--- src/rtl/dp_rx_pkg.sv ---
// Shared types and packet field layout for the data-plane receive controller.
package dp_rx_pkg;

   typedef enum logic {IDLE, RECV} rx_state_e;

   localparam int unsigned DEST_HI       = 31;
   localparam int unsigned DEST_LO       = 16;
   localparam int unsigned DATA_W        = 16;
   localparam int unsigned BURST_LEN_DEF = 5;

endpackage

--- src/rtl/dp_stack_ptr.sv ---
// Receive stack pointer: next-free-slot pointer plus burst base for rollback.
module dp_stack_ptr #(
   parameter int unsigned ADDR_W = 4
) (
   input  logic            clk,
   input  logic            rst,
   input  logic            i_push,
   input  logic            i_pop,
   input  logic            i_rollback,
   input  logic            i_mark,
   output logic [ADDR_W:0] o_sp,
   output logic            o_full,
   output logic            o_empty
);

   localparam logic [ADDR_W:0] DEPTH = {1'b1, {ADDR_W{1'b0}}};

   logic [ADDR_W:0] r_sp;
   logic [ADDR_W:0] r_base;
   logic [ADDR_W:0] w_sp_next;
   logic [ADDR_W:0] w_base_next;

   always_comb begin
      w_sp_next   = r_sp;
      w_base_next = r_base;
      if (i_mark) begin
         w_base_next = r_sp;
      end
      // Rollback restores the pointer captured when the burst began.
      if (i_rollback) begin
         w_sp_next = r_base;
      end else if (i_push) begin
         w_sp_next = r_sp + 1'b1;
      end else if (i_pop) begin
         w_sp_next = r_sp - 1'b1;
      end
   end

   always_ff @(posedge clk) begin
      if (rst) begin
         r_sp   <= '0;
         r_base <= '0;
      end else begin
         r_sp   <= w_sp_next;
         r_base <= w_base_next;
      end
   end

   assign o_sp    = r_sp;
   assign o_full  = (r_sp == DEPTH);
   assign o_empty = (r_sp == '0);

endmodule

--- src/rtl/data_plane_rx_ctrl.sv ---
// Receive-side stack RAM sequencer: frames addressed bursts, arbitrates the
// single RAM port between burst writes and GPP pops, and reports status.
module data_plane_rx_ctrl
   import dp_rx_pkg::*;
#(
   parameter int unsigned ADDR_W    = 4,
   parameter int unsigned BURST_LEN = BURST_LEN_DEF,
   parameter int unsigned ID_W      = 16
) (
   input  logic              clk,
   input  logic              rst,
   input  logic [31:0]       rx_packet,
   input  logic [ID_W-1:0]   node_id,
   input  logic              gpp_pop,
   output logic              ram_we,
   output logic [ADDR_W-1:0] ram_addr,
   output logic [15:0]       ram_wdata,
   output logic              pop_valid,
   output logic              rx_complete,
   output logic              rx_abort,
   output logic [ADDR_W:0]   stack_count,
   output logic              stack_empty,
   output logic              stack_full,
   output logic              overflow_err
);

   localparam int unsigned          BEAT_W    = $clog2(BURST_LEN + 1);
   localparam logic [BEAT_W-1:0]    LAST_BEAT = BEAT_W'(BURST_LEN);
   localparam logic [BEAT_W-1:0]    ONE_BEAT  = BEAT_W'(1);

   rx_state_e r_state;
   rx_state_e w_state_next;

   logic [BEAT_W-1:0] r_beat;
   logic [BEAT_W-1:0] w_beat_next;
   logic [BEAT_W-1:0] w_beat_inc;

   logic              r_pop_pending;
   logic              r_pop_s1;
   logic              r_pop_s2;
   logic              r_pop_valid;
   logic              r_ram_we;
   logic [ADDR_W-1:0] r_ram_addr;
   logic [15:0]       r_ram_wdata;
   logic              r_rx_complete;
   logic              r_rx_abort;
   logic              r_overflow;

   logic              w_match;
   logic              w_write;
   logic              w_mark;
   logic              w_rollback;
   logic              w_complete;
   logic              w_abort;
   logic              w_ovf_set;
   logic              w_pop_try;
   logic              w_pop_do;
   logic [ADDR_W:0]   w_sp;
   logic              w_full;
   logic              w_empty;
   logic [ADDR_W-1:0] w_pop_addr;

   assign w_match    = (rx_packet[DEST_HI:DEST_LO] == node_id);
   assign w_beat_inc = r_beat + 1'b1;
   assign w_pop_addr = w_sp[ADDR_W-1:0] - 1'b1;

   always_comb begin
      w_state_next = r_state;
      w_beat_next  = r_beat;
      w_write      = 1'b0;
      w_mark       = 1'b0;
      w_rollback   = 1'b0;
      w_complete   = 1'b0;
      w_abort      = 1'b0;
      w_ovf_set    = 1'b0;
      unique case (r_state)
         IDLE: begin
            if (w_match) begin
               if (!w_full) begin
                  w_write = 1'b1;
                  w_mark  = 1'b1;
                  if (ONE_BEAT == LAST_BEAT) begin
                     w_complete = 1'b1;
                  end else begin
                     w_beat_next  = ONE_BEAT;
                     w_state_next = RECV;
                  end
               end else begin
                  w_ovf_set = 1'b1;
               end
            end
         end
         RECV: begin
            if (w_match && !w_full) begin
               w_write = 1'b1;
               if (w_beat_inc == LAST_BEAT) begin
                  w_complete   = 1'b1;
                  w_beat_next  = '0;
                  w_state_next = IDLE;
               end else begin
                  w_beat_next = w_beat_inc;
               end
            end else begin
               // Foreign packet or no room: discard the partial burst.
               w_ovf_set    = w_match;
               w_rollback   = 1'b1;
               w_abort      = 1'b1;
               w_beat_next  = '0;
               w_state_next = IDLE;
            end
         end
         default: begin
            w_state_next = IDLE;
            w_beat_next  = '0;
         end
      endcase
   end

   // Pops only use the port in idle cycles left free by writes.
   assign w_pop_try = r_pop_pending && (r_state == IDLE) && !w_write;
   assign w_pop_do  = w_pop_try && !w_empty;

   dp_stack_ptr #(
      .ADDR_W (ADDR_W)
   ) u_stack_ptr (
      .clk        (clk),
      .rst        (rst),
      .i_push     (w_write),
      .i_pop      (w_pop_do),
      .i_rollback (w_rollback),
      .i_mark     (w_mark),
      .o_sp       (w_sp),
      .o_full     (w_full),
      .o_empty    (w_empty)
   );

   always_ff @(posedge clk) begin
      if (rst) begin
         r_state <= IDLE;
         r_beat  <= '0;
      end else begin
         r_state <= w_state_next;
         r_beat  <= w_beat_next;
      end
   end

   always_ff @(posedge clk) begin
      if (rst) begin
         r_pop_pending <= 1'b0;
         r_pop_s1      <= 1'b0;
         r_pop_s2      <= 1'b0;
         r_pop_valid   <= 1'b0;
         r_ram_we      <= 1'b0;
         r_ram_addr    <= '0;
         r_ram_wdata   <= '0;
         r_rx_complete <= 1'b0;
         r_rx_abort    <= 1'b0;
         r_overflow    <= 1'b0;
      end else begin
         r_ram_we <= w_write;
         if (w_write) begin
            r_ram_addr  <= w_sp[ADDR_W-1:0];
            r_ram_wdata <= rx_packet[DATA_W-1:0];
         end else if (w_pop_do) begin
            r_ram_addr <= w_pop_addr;
         end
         // A request arriving while one is pending merges into it.
         if (w_pop_try) begin
            r_pop_pending <= 1'b0;
         end else if (gpp_pop) begin
            r_pop_pending <= 1'b1;
         end
         r_pop_s1      <= w_pop_do;
         r_pop_s2      <= r_pop_s1;
         r_pop_valid   <= r_pop_s2;
         r_rx_complete <= w_complete;
         r_rx_abort    <= w_abort;
         if (w_ovf_set) begin
            r_overflow <= 1'b1;
         end
      end
   end

   assign ram_we       = r_ram_we;
   assign ram_addr     = r_ram_addr;
   assign ram_wdata    = r_ram_wdata;
   assign pop_valid    = r_pop_valid;
   assign rx_complete  = r_rx_complete;
   assign rx_abort     = r_rx_abort;
   assign stack_count  = w_sp;
   assign stack_empty  = w_empty;
   assign stack_full   = w_full;
   assign overflow_err = r_overflow;

endmodule

--- config.mk ---
export PLATFORM = sky130hd
export DESIGN_NAME = data_plane_rx_ctrl
export DESIGN_NICKNAME = d
export VERILOG_FILES = /design/src/rtl/dp_rx_pkg.sv /design/src/rtl/dp_stack_ptr.sv /design/src/rtl/data_plane_rx_ctrl.sv
export SDC_FILE = /design/constraint.sdc
export NUM_CORES = 1
export LEC_CHECK = 0
export ABC_AREA = 1
export BUFFER_PORTS_ARGS = -buffer_cell sky130_fd_sc_hd__buf_2
export CAP_MARGIN = 20
export CORE_ASPECT_RATIO = 0.8
export CORE_MARGIN = 2
export CORE_UTILIZATION = 50
export DETAILED_ROUTE_END_ITERATION = 8
export MAX_ROUTING_LAYER = met4
export PLACE_DENSITY = 0.81
export SLEW_MARGIN = 15
export SYNTH_ARGS = -nofsm -noshare
export SYNTH_HDL_FRONTEND = slang
export SYNTH_SLANG_ARGS = --single-unit
--- constraint.sdc ---
create_clock -name clk -period 5.6 [get_ports clk]
set_clock_uncertainty 0.1 [all_clocks]
set_input_delay 1.12 -clock clk [delete_from_list [all_inputs] [get_ports clk]]
set_output_delay 1.12 -clock clk [all_outputs]
set_load 0.02 [all_outputs]
==> metrics.md, run 1 <==
| Metric | Value |
|---|---|
| Pin count of the biggest net entering global routing | 32 |
| Cell-internal power | 512 uW |
| Actual slew at the worst max-slew pin | between 0.7 and 0.8 ns |
| DRC errors left | 0 |
| GPL Wtd Cong | 0.856 |
| Worst vdd ir | 0.000229 V |
| Final wirelength | ~4900 um |
| Clock transition at the registers of the reported paths | 0.08 ns |
| Minimum clock period | 3.65 ns |
| Pre-Repair DR Iteration Count | 4 |
| Global routing met1 resource utilization | around 25% |
| Post-Syn Instances | 310 |
| Power Density | 297 nW/um^2 |
| Setup TNS | 0 ns |
| Hold violation total from the final report | 0 |
| Via count | 2,163 |
| Worst path top cell family by delay | simple AND/OR/NAND/NOR gates |
| Worst path buffer plus inverter count | 4 |
| Startpoint Class | input pin |
| Most frequent cells in the layout | nand2_1, buf_2, dfxtp_1 |
| Headroom to the max-slew limit | 47.3% |
| Distinct cells, synth | 36 |
| Clock buffer depth | 2 |
| Switch share | 35.7% |
| Final net count | ~450 |
| Synthesis-to-layout area growth | 23.1% |
| Crit path max-delay cell type | nand3_2 |
| Hold Path Class | flop to flop |
| Top Usage Layer GRT | met2 |
| Logic pwr share | 32.8% |
| CTS tree | built |
| Die Span Y | between 60 and 70 um |
| Full die area | between 4000 and 5000 um^2 |
| Grt met3 use | 4.34% |
| Pwr Total | 797 uW |
| Fraction of layout cells with a size suffix above 1 | a little over a quarter |
| Cell mode on critical path | nor2_1 |
| First-pass GRT wire length | ~8000 um |
| Crit end category | flop |
| Worst EP arrival | 3.72 ns |
| Total Routing Usage GR | 21.5% |
| Number of synthesized flops with an enable pin | 0 |
| Share of power burned in registers | 41.9% |
| Status | finished, final reports clean |
| Clk root buf | clkbuf_8 |
| Max cap viols | 0 |
| Hold_buf cts | 0 |
| Final period util | approximately two thirds |
| CP cell instances | buf_2 -> nor2_1 -> nor2_1 -> nor2_1 -> nand2_1 -> nor2_2 -> nand3_2 -> clkinv_4 -> fa_1 -> inv_1 -> a31oi_1 -> inv_1 -> nand3_1 -> nand3_1 -> nand2_1 -> a21oi_2 |
| Postcts setup bufs | 0 |
| Number of I/O pins | 83 |
| RSZ-0062 raised after global routing | false |
| Iteration-0 DRC Markers | about 120 |
| CTS Buf Count | 5 |
| Number of global-route vias before repair | 1,964 |
| WS Path Type | input pin to flop |
| Synthesized cell area | roughly 2200 um^2 |
| Clock power frac | 25.3% |
| GR Overflow Total | 0 |
| Dpl hpwl | 3630 um |
| Synthesis Warnings | 0 |
| Worst hold path startpoint | r_pop_s2 |
| Crit-path max cell delay | 0.63 ns |
| Ys flop type | dfxtp_1 |
| Syn_nets | 369 |
| Final setup violation count | 0 |
| Switch Pwr | 285 uW |
| CTS Sinks | 42 |
| ANT cells | 0 |
| Number of antenna violations at the first check in global routing | 0 |
| Site row count | 21 |
| Met2 Usage GRT | 36.7% |
| Number of routed nets with antenna violations | 0 |
| Core box area | about 4200 um^2 |
| Clk_lat worst skew | roughly 0.30 ns |
| Max FO, Critical Path | 31 |
| Register area share after synthesis | 38.6% |
| Starting Density | between 50% and 60% |
| Number of gates resized after cts | 0 |
| Async S/R FF share, synth | 0% |
| Achievable Freq | 0.274 GHz |
| #FFs+latches synth | 42 |
| Max-slew violations | 0 |
| Leak | between 0.001 and 0.0015 uW |
| Hold WS | 0.308 ns |
| I/O Buffers | 82 |
| Wire per inst | between 10 and 15 um |
| # H-tree levels | 2 |
| Worst reg2reg startpoint | u_stack_ptr.o_sp[0] |
| Via density per instance | 4.84 |
| Data required, critical path | approximately 5.7 ns |
| Die X | 77.8 um |
| Critical path startpoint | node_id[9] |
| Commonest non-fill, non-tap cell in the layout | nand2_1 |
| Avg Cell Area, Syn | 7.02 um^2 |
-- routing by layer --
metal | wire, um | up-vias
li1 | - | 1124
met1 | 2120 | 960
met2 | 2310 | 69
met3 | 346 | 10
met4 | 69 | 0
met5 | 0 | -
-- through the flow --
stage	util [%]	instances	setup WS [ns]	instance area (um^2)
after floorplan	-	310	2.47	2180
after global placement	62.0	439	1.77	2590
after detailed placement	62.0	439	1.63	2590
after CTS	64.2	447	1.94	2680
after global routing	64.2	447	1.68	2680
final	64.2	447	1.95	2680
-- registers in the layout, indices dropped and copies added (netlist names) --
signal / flops
r_state: 1
pop_valid: 1
rx_complete: 1
ram_wdata: 16
u_stack_ptr.r_base: 5
r_pop_pending: 1
overflow_err: 1
u_stack_ptr.o_sp: 5
ram_we: 1
rx_abort: 1
r_pop_s1: 1
ram_addr: 4
r_pop_s2: 1
r_beat: 3
-- power groups by stage --
stage          clock network, uW  logic, uW  registers, uW
2_1_floorplan                  0        162            356
3_3_place_gp                   0        251            340
3_5_place_dp                   0        258            340
4_1_cts                      205        261            333
5_1_grt                      216        294            336
6_report                     202        262            334
-- logic make-up after synthesis --
| logic type | count (synthesis) | synth area share [%] |
|---|---|---|
| AOI/OAI and AO/OA | 52 | 14.2 |
| and+or+nand+nor | 145 | 27.6 |
| DFF | 42 | 38.6 |
| xor gates and xnor gates | 9 | 3.62 |
| buffers and inverters | 54 | 11.0 |
| adders and majority gates | 8 | 4.94 |
-- tightest hold or removal path, stage by stage, from the launching register on --
cell	delay, ns
dfxtp_1	0.30
inv_1	0.04
nor2_1	0.03
-- Yosys cell counts, types with 3 or more instances --
master   count  share of area [%]
dfxtp_1     42                 39
nand2_1     87                 15
ha_1         7                4.0
a21oi_1     24                5.5
xor2_1       8                3.2
nand3_1     10                2.3
o21ai_0     15                3.4
inv_1       39                6.7
nor2_1      39                6.7
buf_6        4                2.1
inv_2        3               0.52
nor2_2       3               0.86
-- area by class of cell --
type,instances,area (um^2)
clock buffers,7,86.3
clock inverters,1,5.00
fillers,373,1500
inverters,44,170
multi-input cells,214,1100
flip-flops and latches,42,841
well taps,57,71.3
repair buffers,82,410
-- path summary, 6_finish.rpt --
| kind | cells after the start | to | slack [ns] |
|---|---|---|---|
| setup reg to reg | 14 | u_stack_ptr.o_sp[2] | 2.21 |
| hold / removal | 2 | pop_valid | 0.31 |
| hold reg to reg | 2 | pop_valid | 0.31 |
| setup / recovery | 16 | u_stack_ptr.o_sp[4] | 1.95 |
No activity file was read; power rests on OpenSTA's default activity.
==> run 2: changes to the inputs <==
Settings changed: CORE_UTILIZATION 50 to 44, PLACE_DENSITY 0.81 to 0.76.
Clock period 5.6 ns to 3.29 ns, I/O delays scaled along.
==> metrics.md, run 2 (same netlist as run 1, synthesis figures left out) <==
| Metric | Value |
|---|---|
| Status | finished, final reports clean |
| Hold path depth | 2 (unchanged) |
| Startpoint Class | flop |
| Hold Path Class | flop to flop |
| Via density per instance | 4.66 (-3.6%) |
| RSZ-0062 raised after global routing | false |
| Cell Count, Final, Fillers Out | 452 (+1.1%) |
| Number of routed nets with antenna violations | 0 (unchanged) |
| Worst Reg-to-Reg Cells | 15 (+1) |
| Most frequent cells in the layout | nand2_1, buf_2, dfxtp_1 |
| Commonest non-fill, non-tap cell in the layout | nand2_1 |
| Global routing met1 resource utilization | 24.0% (-1.2 points) |
| Max cap viols | 0 (unchanged) |
| Fillers | 463 (+24%) |
| Site row count | 22 (+4.8%) |
| Clk_lat worst skew | 0.29 ns (about the same) |
| Core box area | 4680 um^2 (+12%) |
| Die Span Y | 66.9 um (+6.2%) |
| Pin count of the biggest net entering global routing | 28 (-13%) |
| DRC errors left | 0 (unchanged) |
| Synthesis-to-layout area growth | 24.0% |
| Met2 Usage GRT | 29.4% (-7.3 points) |
| Leak | 0.00136 uW (+0.67%) |
| Die X | 82.6 um (+6.3%) |
| Iteration-0 DRC Markers | 104 (-15%) |
| Headroom to the max-slew limit | 71.0% (+24 points) |
| Clock transition at the registers of the reported paths | 0.07 ns (about the same) |
| Clock buffer depth | 2 (unchanged) |
| Fraction of layout cells with a size suffix above 1 | 27.0% (+0.37 points) |
| Data required, critical path | 3.42 ns (-2.25 ns) |
| Hold_buf cts | 0 (unchanged) |
| GR Overflow Total | 0 (unchanged) |
| Hold violation total from the final report | 0 (unchanged) |
| CTS Buf Count | 5 (unchanged) |
| Final wirelength | 4770 um (-1.6%) |
| Worst EP arrival | 2.80 ns (-0.92 ns) |
| # H-tree levels | 2 (unchanged) |
| Setup TNS | 0 ns (unchanged) |
| Postcts setup bufs | 0 (unchanged) |
| Clk root buf | clkbuf_8 |
| Max FO, Critical Path | 23 (-26%) |
| Minimum clock period | 2.67 ns |
| Final net count | 450 (+0.45%) |
| Number of antenna violations at the first check in global routing | 0 (unchanged) |
| Dpl hpwl | 3660 um (+0.66%) |
| Max reg flops | 16 (unchanged) |
| Number of gates resized after cts | 0 (unchanged) |
| Top Usage Layer GRT | met2 |
| Achievable Freq | between 0.3 and 0.4 GHz |
| Pre-Repair DR Iteration Count | 4 (unchanged) |
| Starting Density | 46.5% (-5.6 points) |
| CTS tree | built |
| Hold WS | 0.305 ns (-0.00268 ns) |
| Wire per inst | 10.6 um (-2.7%) |
| WS Path Type | flop to flop |
| First-pass GRT wire length | 7730 um (-6.2%) |
| Full die area | 5530 um^2 (+13%) |
| Number of global-route vias before repair | 1,802 (-8.2%) |
| Total Routing Usage GR | 18.7% (-2.7 points) |
| Placed Cells | 444 (+1.1%) |
| Number of I/O pins | 83 (unchanged) |
| Grt met3 use | 3.79% (-0.54 points) |
| Final setup violation count | 0 (unchanged) |
| ANT cells | 0 (unchanged) |
| I/O Buffers | 82 (unchanged) |
| Max-slew violations | 0 (unchanged) |
| Via count | 2,108 (-2.5%) |
| GPL Wtd Cong | 0.852 (-0.44%) |
| Worst vdd ir | 0.000300 V (+31%) |
| Power Density | 497 nW/um^2 (+67%) |
| CTS Sinks | 42 (unchanged) |
| Actual slew at the worst max-slew pin | 0.434 ns (-0.355 ns) |
| Crit end category | flop |
| Final period util | between 80% and 90% |
## run 2: path summary, 6_finish.rpt
| path | from | slack [ns] | end |
|---|---|---|---|
| max | u_stack_ptr.o_sp[0] | 0.62 | u_stack_ptr.o_sp[4] |
| min | r_pop_s2 | 0.31 | pop_valid |
| max reg2reg | u_stack_ptr.o_sp[0] | 0.62 | u_stack_ptr.o_sp[4] |
| min reg2reg | r_pop_s2 | 0.31 | pop_valid |
## run 2: report_power, final
| group | switching (uW) | internal, uW |
|---|---|---|
| combinational | 272 | 164 |
| sequential | 29.3 | 539 |
| clock | 167 | 169 |
## run 2: metrics by stage
step	utilization [%]	area, um^2	setup slack [ns]	power (uW)
3_3_place_gp	55.7	2610	0.648	1010
3_5_place_dp	55.7	2610	0.570	1020
4_1_cts	57.7	2700	0.608	1350
5_1_grt	57.7	2700	0.330	1430
2_1_floorplan	-	2180	0.516	882
6_report	57.7	2700	0.624	1340
## run 2: worst max-delay path: stages, from the launching register on
cell and delay, ns:
dfxtp_1 0.37, inv_1 0.22, ha_1 0.18, nand3_1 0.16
nor2_2 0.15, inv_2 0.06, nand3_2 0.15, clkinv_4 0.19
fa_1 0.45, inv_1 0.08, a31oi_1 0.10, inv_1 0.07
nand3_1 0.07, nand3_1 0.08, nand2_1 0.06, a21oi_2 0.10
## run 2: final cells by class
class | instances | area (um^2) | share of cell area, %
sequential | 42 | 841 | 31.2
clock buffer | 7 | 86.3 | 3.20
timing repair buffer | 84 | 425 | 15.8
inverter | 44 | 170 | 6.31
clock inverter | 1 | 5.00 | 0.185
multi-input combinational | 214 | 1100 | 40.6
tap | 60 | 75.1 | 2.78
## run 2: per-layer routing
metal  part of all wire, %  vias to the layer above  wire, um
li1                      -                     1128         -
met1                    46                      916      2210
met2                    46                       52      2180
met3                   6.2                       12       298
met4                   1.7                        0        82
met5                     0                        -         0
==> run 3: changes to the inputs <==
Settings changed: ABC_AREA 1 to 0, CORE_UTILIZATION 44 to 48, PLACE_DENSITY 0.76 to 0.79.
Clock period 3.29 ns to 2.62 ns, I/O delays scaled along.
==> metrics.md, run 3 <==
| Metric | Value |
|---|---|
| Status | finished, final reports clean |
| Commonest non-fill, non-tap cell in the layout | buf_2 |
| Max-slew violations | 0 (unchanged) |
| Final period util | 94.7% |
| Data required, critical path | 2.74 ns (-0.68 ns) |
| Clock buffer depth | 2 (unchanged) |
| DRC errors left | 0 (unchanged) |
| Pin count of the biggest net entering global routing | 33 (+18%) |
| Total Routing Usage GR | 21.6% (+2.9 points) |
| Avg Cell Area, Syn | 8.53 um^2 (+21%) |
| Die Span Y | 63.2 um (-5.5%) |
| Worst path buffer plus inverter count | 1 (-4) |
| Number of antenna violations at the first check in global routing | 0 (unchanged) |
| Worst path depth | 12 (-3) |
| Met2 WL | 2470 um (+13%) |
| Leak | 0.00128 uW (-5.4%) |
| Synthesis-to-layout area growth | 35.7% |
| Iteration-0 DRC Markers | 114 (+9.6%) |
| Clk root buf | clkbuf_8 |
| GPL Wtd Cong | 0.857 (+0.61%) |
| Hold violation total from the final report | 0 (unchanged) |
| Hold path depth | 1 (-1) |
| Most common cell in the netlist | dfxtp_1 |
| Crit end category | flop |
| Site row count | 21 (-4.5%) |
| Max cap viols | 0 (unchanged) |
| Syn_nets | 306 (-17%) |
| Pre-CTS setup slack | -0.165 ns (-0.734 ns) |
| Final net count | 397 (-12%) |
| Full die area | 4940 um^2 (-11%) |
| Post-Syn Instances | 247 (-20%) |
| Ys flop type | dfxtp_1 |
| Register area share after synthesis | 39.9% (+1.3 points) |
| Wire per inst | 12.6 um (+19%) |
| Synthesis Warnings | 0 (unchanged) |
| Crit-path max cell delay | 0.34 ns (-0.11 ns) |
| I/O Buffers | 82 (unchanged) |
| Final setup violation count | 0 (unchanged) |
| Clock transition at the registers of the reported paths | 0.08 ns (about the same) |
| Number of I/O pins | 83 (unchanged) |
| Synthesized cell area | 2110 um^2 (-3.3%) |
| Startpoint Class | input pin |
| Minimum clock period | 2.48 ns |
| RSZ-0062 raised after global routing | true |
| Number of synthesized flops with an enable pin | 0 (unchanged) |
| Via density per instance | 4.99 (+6.9%) |
| Hold endpoint | r_pop_s2 |
| R2R setup slack | 0.19 ns (-0.43 ns) |
| Pre-Repair DR Iteration Count | 4 (unchanged) |
| Max reg flops | 16 (unchanged) |
| Number of global-route vias before repair | 1,871 (+3.8%) |
| Async S/R FF share, synth | 0% (unchanged) |
| Wl on met1 | 2270 um (+2.7%) |
| Highest routed layer | met4 |
| WS Path Type | input pin to flop |
| Hold Path Class | flop to flop |
| Metal3 WL | 218 um (-27%) |
| CTS Sinks | 42 (unchanged) |
| Worst vdd ir | 0.000589 V (+96%) |
| Final wirelength | 4990 um (+4.7%) |
| Max FO, Critical Path | 7 (-70%) |
| CP cell instances | buf_2 -> xnor2_2 -> nand4_1 -> nor4_4 -> nand2_2 -> ha_4 -> nor2b_4 -> o21ai_1 -> nand2b_1 -> mux2i_1 -> mux2i_1 -> o22ai_1 |
| Worst hold path startpoint | r_pop_s1 |
| Most frequent cells in the layout | buf_2, dfxtp_1, nand2_1 |
| Crit path max-delay cell type | nor4_4 |
| Worst reg2reg startpoint | u_stack_ptr.o_sp[1] |
| # H-tree levels | 2 (unchanged) |
| Worst EP arrival | 2.61 ns (-0.19 ns) |
| Synth top cells by count | dfxtp_1, nand2_1, a21oi_1 |
| Worst r2r dst | u_stack_ptr.o_sp[4] |
| CTS tree | built |
| Dpl hpwl | 3650 um (-0.14%) |
| Die X | 78.1 um (-5.6%) |
| Cell mode on critical path | mux2i_1 |
| Synth area leader | dfxtp_1 |
| Starting Density | 50.1% (+3.6 points) |
| Post-synth top area share | 39.9% (+1.3 points) |
| First-pass GRT wire length | 8360 um (+8.0%) |
| Core box area | 4200 um^2 (-10%) |
| ANT cells | 0 (unchanged) |
| #FFs+latches synth | 42 (unchanged) |
| Distinct cells, synth | 46 (+28%) |
| Achievable Freq | just over 0.4 GHz |
| Headroom to the max-slew limit | 63.2% (-7.8 points) |
| Clk_lat worst skew | 0.29 ns (about the same) |
| Fraction of layout cells with a size suffix above 1 | 36.3% (+9.2 points) |
| Worst path top cell family by delay | simple AND/OR/NAND/NOR gates |
| Top cells by area, synth | dfxtp_1, a21oi_1, nand2_1, xnor2_1, ha_1 |
| Actual slew at the worst max-slew pin | 0.552 ns (+0.117 ns) |
| Worst setup margin | 0.139 ns (-0.485 ns) |
| Number of routed nets with antenna violations | 0 (unchanged) |
| Via count | 1,975 (-6.3%) |
| Worst Reg-to-Reg Cells | 12 (-3) |
| GR Overflow Total | 0 (unchanged) |
| Power Density | 752 nW/um^2 (+51%) |
| CTS Buf Count | 5 (unchanged) |
| Pwr Total | 2150 uW (+60%) |
run 3: cell count changes in the layout (fill, tap and decap cells not counted), moves of 7 or more:
cell,change
nor2_1,-25
xnor2_2,+7
inv_1,-33
nand2b_1,+10
buf_4,+14
nand2_1,-46
a21oi_1,+7
o21ai_0,-12
xnor2_1,+8
run 3: cells by family (layout without fill, tap and decap cells):
kind of cell,after synthesis,in the layout,share of synthesized area [%]
AOI/OAI and AO/OA,50,50,13.8
and+or+nand+nor,100,100,25.0
adders and majority gates,8,8,5.11
xor gates and xnor gates,18,18,7.49
buffers and inverters,21,113,4.69
DFF,42,42,39.9
muxes,8,8,3.92
run 3: how the worst max path moves through the flow:
stage / start / endpoint / slack (ns)
after floorplan: node_id[13] / u_stack_ptr.o_sp[4] / -0.15
after global placement: node_id[15] / u_stack_ptr.o_sp[4] / -0.11
after detailed placement: node_id[1] / u_stack_ptr.o_sp[4] / -0.16
after CTS: node_id[1] / u_stack_ptr.o_sp[4] / 0.14
after global routing: node_id[6] / u_stack_ptr.o_sp[4] / -0.03
final: node_id[1] / u_stack_ptr.o_sp[4] / 0.14
run 3: layout make-up:
| type | instances | area [um^2] |
|---|---|---|
| well taps | 57 | 71.3 |
| fillers | 370 | 1350 |
| multi-input cells | 184 | 1240 |
| clock buffers | 5 | 68.8 |
| clock inverters | 3 | 68.8 |
| repair buffers | 98 | 543 |
| flip-flops and latches | 42 | 841 |
| inverters | 7 | 26.3 |
run 3: per-layer routing:
| layer | vias to the layer above | global-route usage, % |
|---|---|---|
| met4 | 0 | 6.36 |
| met1 | 909 | 26.8 |
| met3 | 5 | 3.87 |
| met5 | - | - |
| li1 | 1020 | - |
| met2 | 41 | 36.2 |
run 3: what timing repair did:
item,CTS,global route
resized for setup,0,6
hold buffers,0,0
setup endpoints to repair,0,1
buffers inserted,0,2
run 3: metrics by stage:
stage	area [um^2]	TNS [ns]	utilization, %	cells	hold slack, ns
3_3_place_gp	2660	-0.149	63.3	386	0.315
5_1_grt	2860	-0.0310	68.0	396	0.354
3_5_place_dp	2660	-0.267	63.3	386	0.326
2_1_floorplan	2150	-0.296	-	247	0.314
4_1_cts	2800	0	66.6	394	0.343
6_report	2860	0	68.0	396	0.339
run 3: report_power, final:
| part | switching, uW | internal [uW] | leakage [uW] |
|---|---|---|---|
| Sequential | 38.1 | 689 | 0.000339 |
| Clock | 224 | 382 | 0.0000683 |
| Combinational | 443 | 373 | 0.000875 |
| Total | 704 | 1440 | 0.00128 |
